File: config.mk
export PLATFORM = sky130hd
export DESIGN_NAME = mips_instr_encoder
export DESIGN_NICKNAME = d
export VERILOG_FILES = /design/src/rtl/mips_instr_encoder.sv
export SDC_FILE = /design/constraint.sdc
export NUM_CORES = 1
export LEC_CHECK = 0
export ABC_CLOCK_PERIOD_IN_PS = 4350
export CORE_ASPECT_RATIO = 1.1
export CORE_MARGIN = 3
export CORE_UTILIZATION = 60
export CTS_BUF_LIST = sky130_fd_sc_hd__clkbuf_4 sky130_fd_sc_hd__clkbuf_8
export DETAILED_ROUTE_END_ITERATION = 8
export PLACE_DENSITY_LB_ADDON = 0.15
export SETUP_SLACK_MARGIN = 0.4
export SLEW_MARGIN = 30
export SYNTH_ARGS = -nofsm -noshare
export SYNTH_HDL_FRONTEND = slang
export SYNTH_SLANG_ARGS = --single-unit
File: constraint.sdc
create_clock -name clk -period 4.35 [get_ports clk]
set_input_delay 0.87 -clock clk [delete_from_list [all_inputs] [get_ports clk]]
set_output_delay 0.87 -clock clk [all_outputs]
set_load 0.05 [all_outputs]
File: src/rtl/mips_instr_encoder.sv
// Encodes symbolic MIPS instruction requests into 32-bit machine words.
// Words are queued in a small FIFO and streamed out with sequential word addresses.
module mips_instr_encoder #(
  parameter int unsigned DEPTH     = 4,
  parameter int unsigned ADDR_W    = 10,
  parameter int unsigned BASE_ADDR = 0
) (
  input  logic                     clk,
  input  logic                     reset,
  input  logic                     clr,
  input  logic                     req_valid,
  output logic                     req_ready,
  input  logic [3:0]               req_op,
  input  logic [4:0]               req_rs,
  input  logic [4:0]               req_rt,
  input  logic [4:0]               req_rd,
  input  logic [25:0]              req_imm,
  output logic                     out_valid,
  input  logic                     out_ready,
  output logic [31:0]              out_data,
  output logic [ADDR_W-1:0]        out_addr,
  output logic                     err_illegal,
  output logic [$clog2(DEPTH):0]   level
);

  localparam int unsigned PtrW = $clog2(DEPTH);
  localparam int unsigned LvlW = PtrW + 1;

  typedef enum logic [3:0] {
    OpAddu  = 4'd0,
    OpSubu  = 4'd1,
    OpSlt   = 4'd2,
    OpJr    = 4'd3,
    OpAddi  = 4'd4,
    OpAddiu = 4'd5,
    OpOri   = 4'd6,
    OpLw    = 4'd7,
    OpSw    = 4'd8,
    OpBeq   = 4'd9,
    OpLui   = 4'd10,
    OpJ     = 4'd11,
    OpJal   = 4'd12
  } op_e;

  logic [31:0]       mem_q [DEPTH];
  logic [PtrW-1:0]   wr_ptr_q, rd_ptr_q;
  logic [LvlW-1:0]   level_q, level_d;
  logic [ADDR_W-1:0] addr_q;
  logic              err_q;

  logic [31:0] enc_word;
  logic        enc_legal;
  logic [15:0] imm16;
  logic        accept, push, pop;

  assign imm16 = req_imm[15:0];

  // Fields not used by an op are never routed into the word, so they read as zero.
  always_comb begin
    enc_word  = '0;
    enc_legal = 1'b1;
    case (op_e'(req_op))
      OpAddu:  enc_word = {6'h00, req_rs, req_rt, req_rd, 5'd0, 6'h21};
      OpSubu:  enc_word = {6'h00, req_rs, req_rt, req_rd, 5'd0, 6'h23};
      OpSlt:   enc_word = {6'h00, req_rs, req_rt, req_rd, 5'd0, 6'h2A};
      OpJr:    enc_word = {6'h00, req_rs, 15'd0, 6'h08};
      OpAddi:  enc_word = {6'h08, req_rs, req_rt, imm16};
      OpAddiu: enc_word = {6'h09, req_rs, req_rt, imm16};
      OpOri:   enc_word = {6'h0D, req_rs, req_rt, imm16};
      OpLw:    enc_word = {6'h23, req_rs, req_rt, imm16};
      OpSw:    enc_word = {6'h2B, req_rs, req_rt, imm16};
      OpBeq:   enc_word = {6'h04, req_rs, req_rt, imm16};
      OpLui:   enc_word = {6'h0F, 5'd0, req_rt, imm16};
      OpJ:     enc_word = {6'h02, req_imm};
      OpJal:   enc_word = {6'h03, req_imm};
      default: enc_legal = 1'b0;
    endcase
  end

  assign req_ready   = (level_q != LvlW'(DEPTH));
  assign out_valid   = (level_q != '0);
  assign out_data    = mem_q[rd_ptr_q];
  assign out_addr    = addr_q;
  assign err_illegal = err_q;
  assign level       = level_q;

  // clr overrides any concurrent handshake on either side.
  assign accept = req_valid & req_ready & ~clr;
  assign push   = accept & enc_legal;
  assign pop    = out_valid & out_ready & ~clr;

  always_comb begin
    level_d = level_q;
    case ({push, pop})
      2'b10:   level_d = level_q + LvlW'(1);
      2'b01:   level_d = level_q - LvlW'(1);
      default: level_d = level_q;
    endcase
  end

  always_ff @(posedge clk or posedge reset) begin
    if (reset) begin
      wr_ptr_q <= '0;
      rd_ptr_q <= '0;
      level_q  <= '0;
      addr_q   <= ADDR_W'(BASE_ADDR);
      err_q    <= 1'b0;
    end else if (clr) begin
      wr_ptr_q <= '0;
      rd_ptr_q <= '0;
      level_q  <= '0;
      addr_q   <= ADDR_W'(BASE_ADDR);
      err_q    <= 1'b0;
    end else begin
      level_q <= level_d;
      if (push) wr_ptr_q <= wr_ptr_q + PtrW'(1);
      if (pop) begin
        rd_ptr_q <= rd_ptr_q + PtrW'(1);
        addr_q   <= addr_q + ADDR_W'(1);
      end
      if (accept && !enc_legal) err_q <= 1'b1;
    end
  end

  always_ff @(posedge clk) begin
    if (push) mem_q[wr_ptr_q] <= enc_word;
  end

endmodule
==> impl_results.md <==
- Status: complete, no violations
- Num ports: 98
- Clock buffer depth: 2
- Logic gate share of total power: 0.291
- Post-synth top area cell: edfxtp_1
- Worst-skew pair later-pin latency: 0.42 ns
- Slew @ Worst Pin: 0.904 ns
- CP startpoint kind: register
- DRT Wirelength: ~14000 um
- Layout cell share with drive strength beyond 1: 0.160
- Inserted Clock Buffers: 17
- RePlAce Congestion: 0.918
- Yosys top cell area share: 0.583
- Largest family of logic cells by synthesized area: multiplexers
- Htree depth: 4
- TritonCTS clock tree: built
- Final Setup Violations: 0
- Count of pins over their slew limit: 0
- Die width: 104 um
- Synth Area in Adders: 0.0129
- Clock group share of total power: 0.290
- Unrepaired setup endpoints after global routing: false
- Final worst path period share: 0.799
- Max_cap viols: 0
- Slew HR: 0.397
- Die Span Y: 114 um
- Area Overhead vs Synth: 24.3%
- Detail Route Antenna Nets: 0
- Final hold vios: 0
- Synth Warn #: 0
- Mux contribution to synthesized area: 0.118
- PortBufs: 96
- Max IR drop VDD: between 0.0003 and 0.0004 V
- XOR/XNOR Fraction of Synth Area: 0.0151
- Simple-gate share of the synthesized area: 0.0797
- Crit path largest cell delay: 0.72 ns
- Initial Util: 0.631
- Critical Path Sink Type: output port
- Largest net degree at the start of global routing: 53
- Sequential element share of the synthesized area: 0.653
- # hold bufs at CTS: 0
- GRT Residual Overflow: 0
- Minimum clock period: 3.48 ns
- Max frequency: roughly 290 MHz
- Clk pin slew, worst setup/hold paths: 0.07 ns
- Number of flops mapped to enable cells by yosys: about 120
- Setup TNS: 0 ns
- Critical setup path kind: register to output port
- Most frequent cells in the layout: edfxtp_1 (124), clkdlybuf4s50_1 (95), mux4_2 (31)
- Sequential power share: 0.419
- Mapped Cells: 407
- CP arrival: around 2.6 ns
- # nets final: 563
- Vias in the first global route: just over 4000
- Via density: 6.13
- Worst path slowest cell: clkdlybuf4s50_1
- Fin Clk Skew: 0.00962 ns
- Commonest non-fill, non-tap cell in the layout: edfxtp_1
- Worst-path cell chain: buf_12, mux4_2, clkdlybuf4s50_1
- Fillers: 594
- # clock sinks: 142
- Compound-Gate Fraction of Synth Area: 0.0897
- DRC Markers: 0
- PwrDens: 491 nW/um^2
- Worst Path Buf+Inv: 2
- DR pass1 iterations: 6
- Dpl cells: 628
- Yosys cell types: 53
- Inserted Diodes: 0
- Synth Flop Type: edfxtp_1
- CTS root buffer: clkbuf_8
- Flops & latches, synth: 142
- Main area contributors after synthesis: edfxtp_1 (58%), mux4_2 (11%), dfrtp_1 (7.1%)
- Critical path fanouts, max: 24
- DPL Wire Length: 8970 um
- Psw: roughly 1.2 mW
- HP Class: register to register
- Core area: 10100 sq um
- CP top delay family: buffers and inverters
- PostCTS Resize Cnt: 0
- Internal power: between 2 and 3 mW
- Mean post-synth cell area: 15.7 sq um
- Sw frac: 0.309
- Initial DRC count: 422
- Post-synth ARST share: 0.127
- Initial antenna violation count: 0
- Mapped Nets: 463
- First-pass GRT wire length: 22200 um
- Post-CTS Setup Repair Bufs: 0
- Row Count: 38
- Die area: 11900 sq um
- Critical Path RT: 3.48 ns
- P_leak: 2.74 nW
- Cell Area, Synth: approximately 6400 sq um
- Gr usage total: 0.244
- Post-route non-filler standard cell count: roughly 660
- Routed vias: 4034
- DR WL/cell: ~21 um
-- layer usage --
layer  global-route usage  vias to the layer above  routed length [um]
li1                     -                     1808                   -
met1                0.313                     1985                5400
met2                0.416                      216                6880
met3               0.0525                       25                1030
met4               0.0931                        0                 267
met5                    0                        -                   0
-- path summary, 6_finish.rpt --
kind	startpoint	end	slack, ns	cells past startpoint
setup / recovery	rd_ptr_q[0]	out_data[31]	0.87	3
hold / removal	err_illegal	err_illegal	0.53	2
setup reg to reg	level[0]	level[2]	2.02	7
hold reg to reg	err_illegal	err_illegal	0.53	2
max in group asynchronous	reset	rd_ptr_q[0]	3.01	2
min in group asynchronous	reset	out_addr[0]	0.85	2
-- state kept, by name, indices dropped and copies added, names as in the netlist --
signal and cells:
mem_q 124, level 3, out_addr 10, err_illegal 1, rd_ptr_q 2, wr_ptr_q 2
-- tightest hold or removal path: stages (launching register included) --
cell,delay [ns]
dfrtp_1,0.36
a31oi_1,0.05
nor2_1,0.08
-- power by group through the flow --
stage / Clock [mW] / Sequential, mW / Combinational (mW)
floorplan: 0 / 1.69 / 0.744
global placement: 0 / 1.66 / 1.12
detailed placement: 0 / 1.66 / 1.14
CTS: 1.15 / 1.64 / 1.14
global route: 1.22 / 1.64 / 1.20
finish: 1.13 / 1.64 / 1.13
-- cell families after synthesis --
family                     after synthesis
muxes                                   36
buffers and inverters                   40
other                                    1
xor gates and xnor gates                11
AOI/OAI and AO/OA                       76
adders and majority gates                6
DFF                                    142
and+or+nand+nor                         95
-- cell type report --
cell class	count	area [sq um]	area share
Tap cell	140	175	0.0221
Clock inverter	12	195	0.0246
Clock buffer	18	241	0.0304
Inverter	12	45.0	0.00567
Sequential cell	142	4180	0.526
Timing Repair Buffer	109	1090	0.137
Multi-Input combinational cell	225	2020	0.254
-- synth_stat cells, types with 3 or more instances --
| cell type | instances |
|---|---|
| ha_1 | 5 |
| xnor2_1 | 3 |
| o221ai_1 | 5 |
| and2_1 | 13 |
| nor2b_1 | 3 |
| mux4_2 | 31 |
| nand4_1 | 3 |
| nor2_1 | 25 |
| a21o_1 | 10 |
| nand2b_1 | 5 |
| nand3_1 | 10 |
| a32oi_1 | 15 |
| clkbuf_1 | 11 |
| edfxtp_1 | 124 |
| o22ai_1 | 11 |
| mux2i_1 | 4 |
| o21ai_0 | 5 |
| xor2_1 | 8 |
| a21oi_1 | 15 |
| dfrtp_1 | 18 |
| nand2_1 | 16 |
| nor3b_1 | 11 |
| inv_1 | 11 |
| buf_1 | 3 |
| buf_2 | 9 |
-- metrics by stage --
stage	area, sq um	setup WS (ns)	total power [mW]	util	hold WS, ns
3_5_place_dp	7500	0.868	2.80	0.741	0.497
4_1_cts	7940	0.810	3.93	0.784	0.527
5_1_grt	7940	0.739	4.06	0.784	0.597
2_1_floorplan	6390	1.61	2.44	-	0.542
6_report	7940	0.875	3.90	0.784	0.530
3_3_place_gp	7500	0.967	2.78	0.741	0.493
Power figures use the tool's default switching activity.
